==> src/rtl/player_motion.sv <==
// player_motion: once per frame moves the player square, clamps it to the
// screen, detects overlap with the target, scores hits and relocates the
// target with a 16-bit LFSR (fallback position after MAX_TRIES rejections).
// Ports: clk_25mHz, reset (sync, active-high), frame_tick, BTNU/BTNL/BTNR/BTND,
//   accel_x/accel_y (signed tilt), player_x/y, target_x/y (32-bit, zero-ext),
//   score (16-bit, wraps), hit (1-cycle pulse), busy (FSM not IDLE).
// Build option: define TILT_CONTROL_EN to steer from accel_x/accel_y instead
//   of the buttons.
module player_motion #(
  parameter int WIDTH       = 640,
  parameter int HEIGHT      = 480,
  parameter int PLAYER_HALF = 25,
  parameter int TARGET_HALF = 30,
  parameter int BTN_STEP    = 4,
  parameter int TILT_SHIFT  = 4,
  parameter int MAX_STEP    = 8,
  parameter int MAX_TRIES   = 16
) (
  input  logic        clk_25mHz,
  input  logic        reset,
  input  logic        frame_tick,
  input  logic        BTNU,
  input  logic        BTNL,
  input  logic        BTNR,
  input  logic        BTND,
  input  logic [31:0] accel_x,
  input  logic [31:0] accel_y,
  output logic [31:0] player_x,
  output logic [31:0] player_y,
  output logic [31:0] target_x,
  output logic [31:0] target_y,
  output logic [15:0] score,
  output logic        hit,
  output logic        busy
);

  typedef enum logic [1:0] {
    IDLE, MOVE, CHECK, RELOCATE
  } state_t;

  localparam int TW = $clog2(MAX_TRIES + 1);

  localparam logic signed [11:0] XLO = 12'(PLAYER_HALF);
  localparam logic signed [11:0] XHI = 12'(WIDTH - 1 - PLAYER_HALF);
  localparam logic signed [11:0] YHI = 12'(HEIGHT - 1 - PLAYER_HALF);
  localparam logic signed [11:0] SPAN = 12'(PLAYER_HALF + TARGET_HALF);
  localparam logic signed [11:0] BSTEP = 12'(BTN_STEP);

  localparam logic [9:0] TLO  = 10'(TARGET_HALF);
  localparam logic [9:0] TXHI = 10'(WIDTH - 1 - TARGET_HALF);
  localparam logic [9:0] TYHI = 10'(HEIGHT - 1 - TARGET_HALF);
  localparam logic [9:0] XMID = 10'(WIDTH / 2);
  localparam logic [9:0] YMID = 10'(HEIGHT / 2);

  state_t state, next;

  logic [9:0]    px, py, tx, ty;
  logic [15:0]   lfsr;
  logic [TW-1:0] tries;

  logic signed [11:0] dx, dy;
  logic [9:0]         nx, ny;
  logic [9:0]         cx, cy, fx, fy;
  logic               overlap, accept, give_up;
  logic [15:0]        lfsr_nx;

  function automatic logic [9:0] clamp(
    input logic signed [11:0] v,
    input logic signed [11:0] lo,
    input logic signed [11:0] hi
  );
    logic signed [11:0] r;
    r = v;
    if (v < lo) r = lo;
    else if (v > hi) r = hi;
    return r[9:0];
  endfunction

  function automatic logic near(
    input logic [9:0] a,
    input logic [9:0] b
  );
    logic signed [11:0] d;
    d = $signed({2'b00, a}) - $signed({2'b00, b});
    if (d < 0) d = -d;
    return d < SPAN;
  endfunction

`ifdef TILT_CONTROL_EN
  logic signed [31:0] ax, ay;
  logic unused_btn;
  assign unused_btn = ^{BTNU, BTNL, BTNR, BTND};

  always_comb begin
    ax = $signed(accel_x) >>> TILT_SHIFT;
    ay = $signed(accel_y) >>> TILT_SHIFT;
    if (ax > MAX_STEP) dx = 12'(MAX_STEP);
    else if (ax < -MAX_STEP) dx = -12'(MAX_STEP);
    else dx = 12'(ax);
    if (ay > MAX_STEP) dy = 12'(MAX_STEP);
    else if (ay < -MAX_STEP) dy = -12'(MAX_STEP);
    else dy = 12'(ay);
  end
`else
  logic unused_accel;
  assign unused_accel = ^{accel_x, accel_y};

  always_comb begin
    dx = '0;
    dy = '0;
    if (BTNR && !BTNL) dx = BSTEP;
    if (BTNL && !BTNR) dx = -BSTEP;
    if (BTND && !BTNU) dy = BSTEP;
    if (BTNU && !BTND) dy = -BSTEP;
  end
`endif

  // 12-bit signed sums so a step below zero still clamps low
  assign nx = clamp($signed({2'b00, px}) + dx, XLO, XHI);
  assign ny = clamp($signed({2'b00, py}) + dy, XLO, YHI);

  assign overlap = near(px, tx) && near(py, ty);

  assign lfsr_nx = {lfsr[14:0],
                    lfsr[15] ^ lfsr[13] ^ lfsr[12] ^ lfsr[10]};

  assign cx = lfsr[9:0];
  assign cy = {1'b0, lfsr[15:7]};

  assign accept = (cx >= TLO) && (cx <= TXHI) &&
                  (cy >= TLO) && (cy <= TYHI) &&
                  !(near(px, cx) && near(py, cy));

  // fallback puts the target on the far side of the player
  assign fx = (px < XMID) ? TXHI : TLO;
  assign fy = (py < YMID) ? TYHI : TLO;

  assign give_up = (tries == TW'(MAX_TRIES));

  always_ff @(posedge clk_25mHz) begin
    if (reset) state <= IDLE;
    else state <= next;
  end

  always_comb begin
    next = state;
    unique case (state)
      IDLE:     if (frame_tick) next = MOVE;
      MOVE:     next = CHECK;
      CHECK:    next = overlap ? RELOCATE : IDLE;
      RELOCATE: if (give_up || accept) next = IDLE;
      default:  next = IDLE;
    endcase
  end

  always_ff @(posedge clk_25mHz) begin
    if (reset) begin
      px    <= 10'd320;
      py    <= 10'd240;
      tx    <= 10'd120;
      ty    <= 10'd120;
      score <= '0;
      hit   <= 1'b0;
      lfsr  <= 16'hACE1;
      tries <= '0;
    end else begin
      hit <= 1'b0;
      unique case (state)
        MOVE: begin
          px <= nx;
          py <= ny;
        end
        CHECK: begin
          tries <= '0;
          if (overlap) begin
            hit   <= 1'b1;
            score <= score + 16'd1;
          end
        end
        RELOCATE: begin
          lfsr <= lfsr_nx;
          if (give_up) begin
            tx <= fx;
            ty <= fy;
          end else if (accept) begin
            tx <= cx;
            ty <= cy;
          end else begin
            tries <= tries + 1'b1;
          end
        end
        default: ;
      endcase
    end
  end

  assign player_x = {22'd0, px};
  assign player_y = {22'd0, py};
  assign target_x = {22'd0, tx};
  assign target_y = {22'd0, ty};
  assign busy     = (state != IDLE);

endmodule

==> config.mk <==
export PLATFORM = sky130hd
export DESIGN_NAME = player_motion
export DESIGN_NICKNAME = d
export VERILOG_FILES = /design/src/rtl/player_motion.sv
export SDC_FILE = /design/constraint.sdc
export NUM_CORES = 1
export LEC_CHECK = 0
export BUFFER_PORTS_ARGS = -buffer_cell sky130_fd_sc_hd__clkbuf_2
export CAP_MARGIN = 20
export CORE_MARGIN = 3
export CORE_UTILIZATION = 45
export DETAILED_ROUTE_END_ITERATION = 10
export GPL_TIMING_DRIVEN = 0
export PLACE_DENSITY = 0.74
export SLEW_MARGIN = 5
export SYNTH_ARGS = -nofsm -noshare
export SYNTH_HDL_FRONTEND = slang
export SYNTH_SLANG_ARGS = --single-unit
==> constraint.sdc <==
create_clock -name clk_25mHz -period 3.5 [get_ports clk_25mHz]
set_clock_uncertainty 0.15 [all_clocks]
set_input_delay 0.7 -clock clk_25mHz [delete_from_list [all_inputs] [get_ports clk_25mHz]]
set_output_delay 0.7 -clock clk_25mHz [all_outputs]
set_load 0.01 [all_outputs]
---- Word-level counts from Yosys, hierarchy flattened ----
Cells that the tools add are included.
word-level totals
  register bits after elaboration ......... 80
  bits of input ports ..................... 71
  output and inout bits ................... 146
operators by class
  $add $sub $neg .......................... 12
  order comparisons ....................... 18
  equal/unequal tests ..................... 8
  multiplexer cells ....................... 26
  bitwise gates (word level) .............. 4
  reductions and logical operators ........ 25
operators with widths
  kind                   number
  $mux 10                9
  $mux 12                6
  $lt 12x7->1 const B    4
  $neg 11->12            4
  $lt 11x1->1 const B    4
  $sub 10x10->11         3
  $add 11x12->12         2
  $lt 12x6->1 const B    2
  $add 16x1->16 const B  1
  $gt 12x10->1 const B   1
  $gt 12x11->1 const B   1
  $sub 10x9->11          1
  $ge 10x5->1 const B    1
  $le 10x10->1 const B   1
  $logic_and 1x1->1      10
  $lt 10x8->1 const B    1
  $lt 10x9->1 const B    1
  $mux 5                 2
  $pmux 5 s2             1
  $ge 9x5->1 const B     1
  $le 9x9->1 const B     1
  $mux 9                 1
  $ne 2x2->1 const B     4
  $pmux 2 s4             1
  16 further kinds       30

---- Logic depth before layout (Yosys ltp) ----
Gate-level depths: netlist (run 1).
  depth in word-level cells ............... 10
  mapped depth ............................ 18
  depth with buffers taken out ............ 16

---- Least setup slack after synthesis (run 1) ----
OpenSTA, ideal clock, no wires.
  path kind ............................... flip-flop to flip-flop
  start ................................... register px[0]
  end ..................................... register ty[7]
  setup time .............................. 0.135 ns
  data arrival time ....................... 3.535 ns
  data required time ...................... 3.215 ns
  path slack .............................. -0.320 ns
  cell stages (with the launch flop) ...... 19
  cell sequence ........................... dfxtp_1 -> inv_1 -> ha_1 -> inv_1 -> fa_1 -> inv_1 -> ha_1 -> inv_1 -> xnor2_1 -> a32o_1 -> a21boi_1 -> or4b_1 -> a2bb2oi_1 -> or4_1 -> buf_2 -> o31a_1 -> buf_2 -> a21oi_1 -> a311oi_2
on the way
  word-level cells in the longest chain between the ends .. 9
ends and longest elaborated chain
  item                                               RTL line  source
  from (decl)                                        57        logic [9:0] px, py, tx, ty;
  from (signal assigned)                             170       px <= nx;
  $sub 10x10->11 (*)                                 84        d = $signed({2'b00, a}) - $signed({2'b00, b});
  $neg 11->12 / $lt 11x1->1 (equally long branches)  85        if (d < 0) d = -d;
  $mux 12 (*)                                        85
  $lt 12x7->1 (*)                                    86        return d < SPAN;
  $logic_and 1x1->1 (*)                              132       !(near(px, cx) && near(py, cy));
  $logic_not 1->1 (*)                                132
  $logic_and 1x1->1 (*)                              131       (cy >= TLO) && (cy <= TYHI) &&
  $reduce_bool 2->1 (no source line) (*)             n/a
  $reduce_and 2->1 (no source line) (*)              n/a
  to (signal assigned)                               184       ty <= fy;
  to (signal assigned)                               187       ty <= cy;
  to (decl)                                          57
Every way passes the cells marked *; elsewhere a longest branch is shown, timed or not.
A chain may end at the register's enable or synchronous reset.

---- Final worst setup path (run 1) ----
  start ................................... register px[0]
  end ..................................... register tx[2]
on the way
  word-level cells in the longest chain between the ends .. 9
ends and longest elaborated chain
  item                                               RTL line  source
  $sub 10x10->11                                     84
  $neg 11->12 / $lt 11x1->1 (equally long branches)  85
  $mux 12                                            85
  $lt 12x7->1                                        86
  $logic_and 1x1->1                                  132
  $logic_not 1->1                                    132
  $logic_and 1x1->1                                  131
  $reduce_bool 2->1 (no source line)                 n/a
  $reduce_and 2->1 (no source line)                  n/a
  to (signal assigned)                               160       tx <= 10'd120;
  to (signal assigned)                               183       tx <= fx;
  to (signal assigned)                               186       tx <= cx;
  to (decl)                                          57
Several ways; a longest one is shown, not always the timed one.

==> impl_metrics.ini, run 1 <==
[grt]
grt_max_degree = 15
grt_pass1_vias = 7959
grt_pass1_wl_microns = 38950
grt_overflow = 0
grt_use_total_pct = 23.73
grt_antenna_before_repair = 0

[die]
io_pins = 217
rows = 48
die_w_microns = 139.8
start_util_pct = 46.22
coreArea_sq_um = 17420
die_h_microns = 139.8
die_area_sq_um = 19530

[min_path]
hold-path-cell-count = 2
min_path_type = reg -> reg
min_from = lfsr[1]

[critical_path]
regToRegEndpoint = tx[2]
critPathCaptureType = register
crit_path_start = px[0]
cp.arrival_ps = 4030
startpoint_type = register
cp_max_fo = 5
worstSetupEndpoint = tx[2]
required_ps = 3610
r2r_start = px[0]
reg2regPathDepth = 18
rrSetupSlack_ps = -430
critical_path_class = reg -> reg

[cts]
clkSinkCount = 79
clk_latency_ps = 340
holdBufCountCts = 0
h-tree-depth = 3
cts_buffers = 9
cts_buffer_depth = 2
tritoncts = built
path_clk_slew_ps = 70
root_buffer = clkbuf_16

[routing]
highest_layer = met4
drc = 0
route.met2.wl_microns = 12360
via_per_inst = 5.634
vias = 8429
wl_microns = 25080
ant_nets = 0
wl_met3_microns = 1949
drt_iter0_drc = 545
wl_met1_microns = 10350
first_pass_iters = 5
avgRoutedWirePerCell_microns = 16.77

[sta]
rsz0062_at_grt = true
slew_headroom_pct = 39.80
max_freq_ghz = 0.2547
hold_viol_final = 0
tightest_slew_ps = 903.0
setup_viol = 42
min_period_ps = 3926
fin_crit_sh_pct = 112.2
slew_violations = 0
setup_slack_ps = -425.9

[power_and_ir_drop]
vdd_drop_max_mv = 0.2717
power_density_nw_per_um2 = 325.7
p_leak_nw = 4.810

[synthesis]
syn_area_sq_um = 8050
async_flop_share_pct = 0
synth-warning-count = 0
ys_ff_latch = 79
yosysSeqAreaShare_pct = 19.65
synthFlopType = dfxtp_1
synth_edf_count = 0
synth_cell_types = 97
synthCells = 1042
avgSynthCellArea_sq_um = 7.726

[outcome]
violations = negative setup slack
run_status = finished, violations left

[placement]
gp_congestion = 0.9146
place_hpwl_microns = 16990
io_buffers = 63
dpl-instance-area_sq_um = 9139

[final_layout]
fin_area_sq_um = 10880
final_core_util_pct = 62.47
syn2layout_area_growth_pct = 35.16
post_route_cells_drive_above_1_share_pct = 34.15
nFillCells = 1452
n_antenna_cell = 0
final_nets = 1408

[job]
max-cap-violations = 0
==> sequential cells by signal (all words and copies together) (netlist names) <==
name	cells
hit	1
tries	5
py	10
state	2
score	16
ty	9
lfsr	16
tx	10
px	10
==> stage by stage <==
step	hold slack [ps]	TNS (ps)	instances	total power [mW]	worst slack, ps
5_1_grt	371.3	-16110	1496	3.709	-470.4
2_1_floorplan	290.9	-26.15	1130	1.865	-15.29
6_report	345.4	-12140	1496	3.543	-425.9
3_5_place_dp	323.2	-21890	1418	2.090	-610.0
4_1_cts	349.9	-7895	1471	3.399	-259.4
3_3_place_gp	324.1	-18370	1418	2.067	-517.7
==> worst min path at each step <==
stage | to | slack, ps
final | lfsr[1] | 350
after global routing | lfsr[14] | 370
after CTS | lfsr[14] | 350
after detailed placement | lfsr[12] | 320
after global placement | lfsr[12] | 320
after floorplan | lfsr[12] | 290
==> layer usage <==
| metal | vias up | track usage, % |
|---|---|---|
| met5 | - | 0 |
| met4 | 0 | 7.088 |
| met3 | 46 | 5.326 |
| met2 | 350 | 40.69 |
| met1 | 3963 | 29.76 |
| li1 | 4070 | - |
==> cell usage in the layout (no fill, tap or decap), types with 8 or more instances in the layout <==
master | synthesis | final
o21a_1 | 14 | 14
clkbuf_1 | 22 | 22
conb_1 | 1 | 89
clkbuf_2 | 0 | 63
ha_4 | 0 | 9
a21oi_2 | 0 | 13
nand4_1 | 10 | 10
mux2i_1 | 10 | 10
ha_1 | 65 | 50
o211ai_1 | 22 | 22
buf_4 | 91 | 137
inv_2 | 0 | 9
dfxtp_2 | 0 | 16
and3_1 | 9 | 9
clkbuf_16 | 0 | 9
and2_1 | 9 | 9
a31oi_1 | 15 | 15
nor2_1 | 77 | 73
buf_6 | 2 | 12
nor2b_1 | 10 | 9
or2_2 | 9 | 8
nand2_1 | 77 | 74
xor2_1 | 13 | 9
nand3_1 | 34 | 29
nand2b_1 | 13 | 12
a21oi_1 | 81 | 65
a21o_1 | 18 | 18
or4_1 | 13 | 8
xnor2_1 | 26 | 20
dfxtp_1 | 79 | 58
inv_1 | 73 | 61
o21ai_0 | 38 | 30
nor3_1 | 29 | 28
==> where the power goes <==
group,internal (mW),switching (mW)
registers,0.921,0.0505
clock network,0.722,0.412
logic,0.660,0.778
total,2.30,1.24
==> synthesized netlist by cell type (all sizes together) (4+ instances only) <==
master   number  area, sq um
o41ai         4        35.03
mux2          7        78.82
nand2        78        295.3
a211oi       16        140.1
and3          9        56.30
o311ai        7        61.31
a21boi        4        30.02
clkbuf       22        82.58
nor2         78        295.3
or3           5        36.28
o2111ai       4        41.29
a2111oi       6        71.32
xnor2        27        244.0
xor2         14        130.1
o31ai        11        126.4
a21oi        81        405.4
or2           9        56.30
and2          9        56.30
inv          73        274.0
o211ai       22        165.2
o21a         14        105.1
nand2b       13        81.33
a311o         4        40.04
a311oi        5        50.04
a21o         18        135.1
nand3        34        170.2
nor4         11        75.07
ha           65        813.3
o21bai        8        60.06
nor3b         6        50.05
dfxtp        79         1582
nand4        10        62.56
a31o          6        52.55
fa            6        120.1
o21ai        42        210.2
buf         104        755.7
or4          14        108.9
nor3         30        155.1
a31oi        16        106.4
nor2b        10        62.56
mux2i        10        100.1
==> layout make-up <==
| class | count | area [sq um] | share of cell area, % |
|---|---|---|---|
| clock buffers | 10 | 239.0 | 2.196 |
| inverters | 74 | 290.3 | 2.668 |
| flip-flops and latches | 79 | 1620 | 14.89 |
| repair buffers | 126 | 904.6 | 8.314 |
| well taps | 225 | 281.5 | 2.587 |
| plain buffers | 125 | 869.6 | 7.992 |
| multi-input cells | 851 | 6559 | 60.28 |
| clock inverters | 6 | 116.4 | 1.069 |
==> critical path, stage by stage (launching register included) <==
cell and delay (ps):
dfxtp_4 360, inv_6 70, ha_4 120, inv_2 40
fa_2 600, inv_2 50, ha_4 170, inv_4 50
xnor2_1 50, a32o_1 220, a21boi_1 200, or4b_1 180
a2bb2oi_2 80, or4_4 580, o31ai_4 340, nor2_4 120
buf_8 150, buf_12 130, o31ai_2 170
==> logic make-up after synthesis <==
| family | count (synthesis) | share of synthesized area, % |
|---|---|---|
| simple gates | 333 | 21.34 |
| compound gates | 300 | 26.64 |
| buf+inv | 200 | 13.86 |
| flops | 79 | 19.65 |
| fa+ha+maj | 71 | 11.59 |
| xor+xnor | 41 | 4.647 |
| mux | 17 | 2.223 |
| other cells | 1 | 0.04658 |
==> timing repair <==
item	in CTS	in global routing
buffers inserted	33	28
cloned	4	0
resized for setup	120	70
endpoints found under the setup margin	51	60
pin swaps	83	67
No activity file was read; power rests on OpenSTA's default activity.
==> run 2, diff against run 1 <==
- CELL_PAD_IN_SITES_DETAIL_PLACEMENT: default -> 0
- CELL_PAD_IN_SITES_GLOBAL_PLACEMENT: default -> 2
- CORE_UTILIZATION: 45 -> 27
- PLACE_DENSITY: 0.74 -> 0.78
==> run 2 against run 1 <==
Net effect: die area increased by 63%; register-to-register slack improved by 140 ps; largest power group unchanged; clock power is 4% lower; sequential share of layout area fell by 0.058 points; largest cell class unchanged; setup slack improved by 140 ps; sequential cell count stayed put; the run still ends with negative setup slack left; critical endpoint is now ty[1]; maximum frequency grew 3.7%; cell count grew 10%; first-iteration DRC count fell by 6.4%.
==> impl_metrics.ini, run 2 (synthesis results as in run 1) <==
[sta]
setup_viol = 42
hold_viol_final = 0
setup_slack_ps = -286.6
slew_headroom_pct = 42.63
rsz0062_at_grt = true
max_freq_ghz = 0.2641
slew_violations = 0
hold_slack_ps = 330.0
tightest_slew_ps = 860.5
fin_crit_sh_pct = 108.2
fin_setup_tns_ps = -7973
min_period_ps = 3787

[critical_path]
crit_chain = inv_4 -> ha_4 -> inv_4 -> fa_2 -> inv_2 -> ha_4 -> inv_4 -> xnor2_2 -> a32o_2 -> a21boi_1 -> or4b_4 -> a2bb2oi_4 -> or4_4 -> o31ai_4 -> buf_6 -> buf_4 -> or4_4 -> o31ai_4
cp_max_fo = 5
cp_common_cell = inv_4
crit_family = simple AND/OR/NAND/NOR gates
crit_buf_inv = 6
startpoint_type = register
max_stage_delay_ps = 570
critPathCaptureType = register
rrSetupSlack_ps = -290
critical_path_class = reg -> reg
cp.arrival_ps = 3890
required_ps = 3600
slowest_stage = fa_2

[routing]
drc = 0
ant_nets = 0
avgRoutedWirePerCell_microns = 15.78
vias = 7967
drt_iter0_drc = 510
wl_microns = 26030
via_per_inst = 4.831
first_pass_iters = 5

[cts]
cts_buffer_depth = 2
holdBufCountCts = 0
h-tree-depth = 3
clkSinkCount = 79
clk_latency_ps = 340
cts_buffers = 9
root_buffer = clkbuf_16
path_clk_slew_ps = 60
tritoncts = built

[grt]
grt_pass1_wl_microns = 40370
grt_overflow = 0
grt_antenna_before_repair = 0
grt_max_degree = 15
grt_pass1_vias = 7403
grt_use_total_pct = 15.75

[power_and_ir_drop]
total_power_mw = 3.492
p_leak_nw = 4.753
vdd_drop_max_mv = 0.1815
power_density_nw_per_um2 = 316.7

[die]
coreArea_sq_um = 29010
start_util_pct = 27.75
die_area_sq_um = 31920
io_pins = 217
die_w_microns = 178.7
die_h_microns = 178.7
rows = 62

[final_layout]
final_nets = 1402
layout_common_cells = buf_4, conb_1, nand2_1
syn2layout_area_growth_pct = 36.94
final_common_cell = buf_4
n_antenna_cell = 0
reg.largest.list = lfsr: 16 flops, score: 16 flops
post_route_cells_drive_above_1_share_pct = 34.07
nFillCells = 3044
fin_area_sq_um = 11020

[placement]
io_buffers = 63
place_hpwl_microns = 19520
gp_congestion = 0.8354
dpl-instance-area_sq_um = 9338

[outcome]
run_status = finished, violations left
violations = negative setup slack

[min_path]
min_path_type = reg -> reg

[job]
max-cap-violations = 0
## run 2: timing repair
item                                    CTS  global route
gates cloned                              3             0
buffers inserted                         35            21
pin swaps                                57            68
gates resized for setup                 121            84
endpoints found under the setup margin   55            60
## run 2: tightest hold or removal path: cells and delay by family (launching register included)
family | cells | cell delay, ps
DFF | 1 | 340
and+or+nand+nor | 1 | 50
AOI/OAI and AO/OA | 1 | 50
## run 2: worst paths after layout
path,start,end,cells after the start
max,px[0],ty[1],18
min,lfsr[2],lfsr[3],2
max reg2reg,px[0],ty[1],18
min reg2reg,lfsr[2],lfsr[3],2
## run 2: layout make-up
class	instances	area [sq um]	share of cell area, %
Buffer	124	853.3	7.740
Clock inverter	6	90.09	0.8172
Clock buffer	10	250.2	2.270
Timing Repair Buffer	121	844.6	7.661
Sequential cell	79	1635	14.83
Multi-Input combinational cell	851	6580	59.69
Tap cell	384	480.5	4.358
Inverter	74	290.3	2.633
## run 2: metrics by stage
stage | cells | utilization [%] | setup slack [ps]
after floorplan | 1130 | - | -15.29
after global placement | 1577 | 32.18 | -699.7
after detailed placement | 1577 | 32.18 | -706.3
after CTS | 1630 | 36.29 | -286.8
after global routing | 1649 | 38.00 | -416.5
final | 1649 | 38.00 | -286.6
## run 2: where the power goes
group          internal, mW  total, mW  switching (mW)
logic                 0.671       1.43           0.762
registers             0.918      0.976          0.0577
clock network         0.671       1.08           0.411
## run 2: metal layers
| metal | vias to the layer above | share of wire [%] | global-route usage, % |
|---|---|---|---|
| li1 | 4060 | - | - |
| met1 | 3745 | 47 | 21.62 |
| met2 | 144 | 48 | 26.95 |
| met3 | 18 | 3.4 | 1.334 |
| met4 | 0 | 1.2 | 3.312 |
| met5 | - | 0 | 0 |
==> run 3, diff against run 2 <==
- ABC_AREA: default -> 1
- CORE_UTILIZATION: 27 -> 28
- PLACE_DENSITY: 0.78 -> 0.83
- clock period: 3.5 -> 4.3 ns (I/O delays scaled with it)
==> run 3 against run 2 <==
Net effect: the run now ends clean; cell count up 19%; setup slack better by 970 ps; utilization down 4.7 points; worst hold slack worse by 19 ps; wire length down 6.4%; sequential power down 14%; critical endpoint is now score[3]; clock-buffer cell count unchanged.
==> impl_metrics.ini, run 3 <==
[synthesis]
avgSynthCellArea_sq_um = 6.047
synth_top_cells_by_area = dfxtp_1, nand2_1, ha_1, nand3_1, buf_4
synthFlopType = dfxtp_1
synth_top_area_share_pct = 18.67
synth-simple-area-share_pct = 38.28
async_flop_share_pct = 0
synth_xor_area_share_pct = 2.998
synth-compound-area-share_pct = 10.09
synth_fa_ha_area_share_pct = 11.02
synth.largest_area_cell = dfxtp_1
yosysSeqAreaShare_pct = 18.67
yosys-top-cells-count = nand2_1, inv_1, nand3_1
syn_area_sq_um = 8472
synth_cell_types = 47
synthCells = 1401
synth_top_family_by_area = simple AND/OR/NAND/NOR gates
post-synth-top-count-cell = nand2_1
synthMuxAreaShare_pct = 0
ys_ff_latch = 79
synth_edf_count = 0
synth-warning-count = 0

[sta]
max_freq_ghz = 0.2769
slew_violations = 0
tightest_slew_ps = 875.3
min_period_ps = 3612
fin_crit_sh_pct = 83.99
hold_viol_final = 0
hold_slack_ps = 310.6
setup_viol = 0
fin_setup_tns_ps = 0
rsz0062_at_grt = false
slew_headroom_pct = 41.50

[final_layout]
syn2layout_area_growth_pct = 16.75
finalNonFillerCells = 1958
n_antenna_cell = 0
post_route_cells_drive_above_1_share_pct = 14.48
final_nets = 1705
multi_input_area_sq_um = 5619
regArea_sq_um = 1582
layout_common_cells = nand2_1, inv_1, nand3_1
nFillCells = 3291
final_common_cell = nand2_1
reg.largest.list = lfsr: 16 flops, score: 16 flops

[grt]
grt_max_degree = 15
grt_antenna_before_repair = 0
grt_overflow = 0
grt_pass1_wl_microns = 39860
grt_pass1_vias = 8073
grt_use_total_pct = 14.67

[placement]
dp.cells = 1942
io_buffers = 63
gp_congestion = 0.7977
place_hpwl_microns = 20070

[die]
coreArea_sq_um = 29720
io_pins = 217
die_area_sq_um = 32380
die_w_microns = 179.9
start_util_pct = 28.51
rows = 63
die_h_microns = 179.9

[routing]
first_pass_iters = 5
avgRoutedWirePerCell_microns = 12.44
vias = 8595
ant_nets = 0
wl_microns = 24350
via_per_inst = 4.390
drc = 0
drt_iter0_drc = 453

[min_path]
min_path_type = reg -> reg

[cts]
clkSinkCount = 79
cts_buffers = 9
holdBufCountCts = 0
cts_setup_buffers = 0
path_clk_slew_ps = 70
tritoncts = built
ctsResizeCount = 0
cts_buffer_depth = 2
clk_latency_ps = 350
root_buffer = clkbuf_16
h-tree-depth = 3

[critical_path]
max_stage_delay_ps = 450
crit_buf_inv = 6
startpoint_type = register
crit_chain = inv_1 -> ha_1 -> inv_1 -> fa_1 -> inv_1 -> ha_1 -> inv_1 -> nor2_1 -> nand3_1 -> nor2_1 -> nand2_1 -> nand2_1 -> nand4_1 -> a21oi_1 -> nand2_2 -> nor2_4 -> buf_6 -> buf_8 -> nand3_1 -> nand2_1 -> nor2_1
required_ps = 4390
cp_max_fo = 10
cp_common_cell = inv_1
critPathCaptureType = register
critical_path_class = reg -> reg
slowest_stage = fa_1
cp.arrival_ps = 3700
crit_family = simple AND/OR/NAND/NOR gates

[job]
max-cap-violations = 0

[power_and_ir_drop]
p_leak_nw = 5.430
power_density_nw_per_um2 = 298.6
total_power_mw = 2.953
vdd_drop_max_mv = 0.1823

[outcome]
run_status = finished, final reports clean
-- run 3: changes by cell type in the layout (fill, tap and decap cells not counted), moves of 22 or more --
| cell | change |
|---|---|
| nand3_1 | +117 |
| dfxtp_1 | +23 |
| buf_4 | -34 |
| inv_1 | +126 |
| nor2_1 | +52 |
| nand2_1 | +319 |
| nand4_1 | +22 |
-- run 3: power by group --
part / leakage (nW) / total, mW / switching, mW / internal, mW
Sequential: 0.641 / 0.841 / 0.0754 / 0.765
Clock: 0.123 / 0.731 / 0.323 / 0.407
Combinational: 4.67 / 1.38 / 0.883 / 0.499
Total: 5.43 / 2.95 / 1.28 / 1.67
-- run 3: stage by stage --
step           setup WS, ps  utilization (%)  instance area, sq um
6_report              688.3            33.28                  9891
5_1_grt               370.6            33.28                  9891
4_1_cts               670.1            33.28                  9891
3_5_place_dp          363.8            32.32                  9605
3_3_place_gp          378.2            32.32                  9605
2_1_floorplan         891.4                -                  8802
-- run 3: layer usage --
layer | track usage [%] | routed length (microns) | vias to the layer above
met5 | 0 | 0 | -
met4 | 3.218 | 315 | 0
met3 | 1.659 | 775 | 17
met2 | 26.37 | 11610 | 133
met1 | 18.86 | 11650 | 3810
li1 | - | - | 4635
-- run 3: layout make-up --
| class | instances | area share, % |
|---|---|---|
| inverter | 205 | 7.805 |
| sequential | 79 | 15.99 |
| multi-input combinational | 1088 | 56.81 |
| clock buffer | 10 | 2.416 |
| clock inverter | 6 | 0.4681 |
| timing repair buffer | 63 | 3.188 |
| tap | 390 | 4.934 |
| buffer | 117 | 8.387 |
-- run 3: cells by family (layout without fill, tap and decap cells) --
family | count (synthesis) | count (layout)
buffers and inverters | 322 | 401
and+or+nand+nor | 745 | 745
adders and majority gates | 71 | 71
xor gates and xnor gates | 29 | 29
DFF | 79 | 79
AOI/OAI and AO/OA | 154 | 154
other | 1 | 89
-- run 3: worst paths after layout --
kind / start / end / slack (ps) / depth (start not counted)
worst max-delay path: py[0] / score[3] / 690 / 21
worst min-delay path: tries[4] / tries[4] / 310 / 2
worst max register to register: py[0] / score[3] / 690 / 21
worst min register to register: tries[4] / tries[4] / 310 / 2
-- run 3: worst min-delay path, delay by kind of cell (launching register included) --
kind / cells / cell delay, ps
AO/OA/AOI/OAI: 1 / 50
flip-flops: 1 / 310
AND/OR/NAND/NOR: 1 / 60
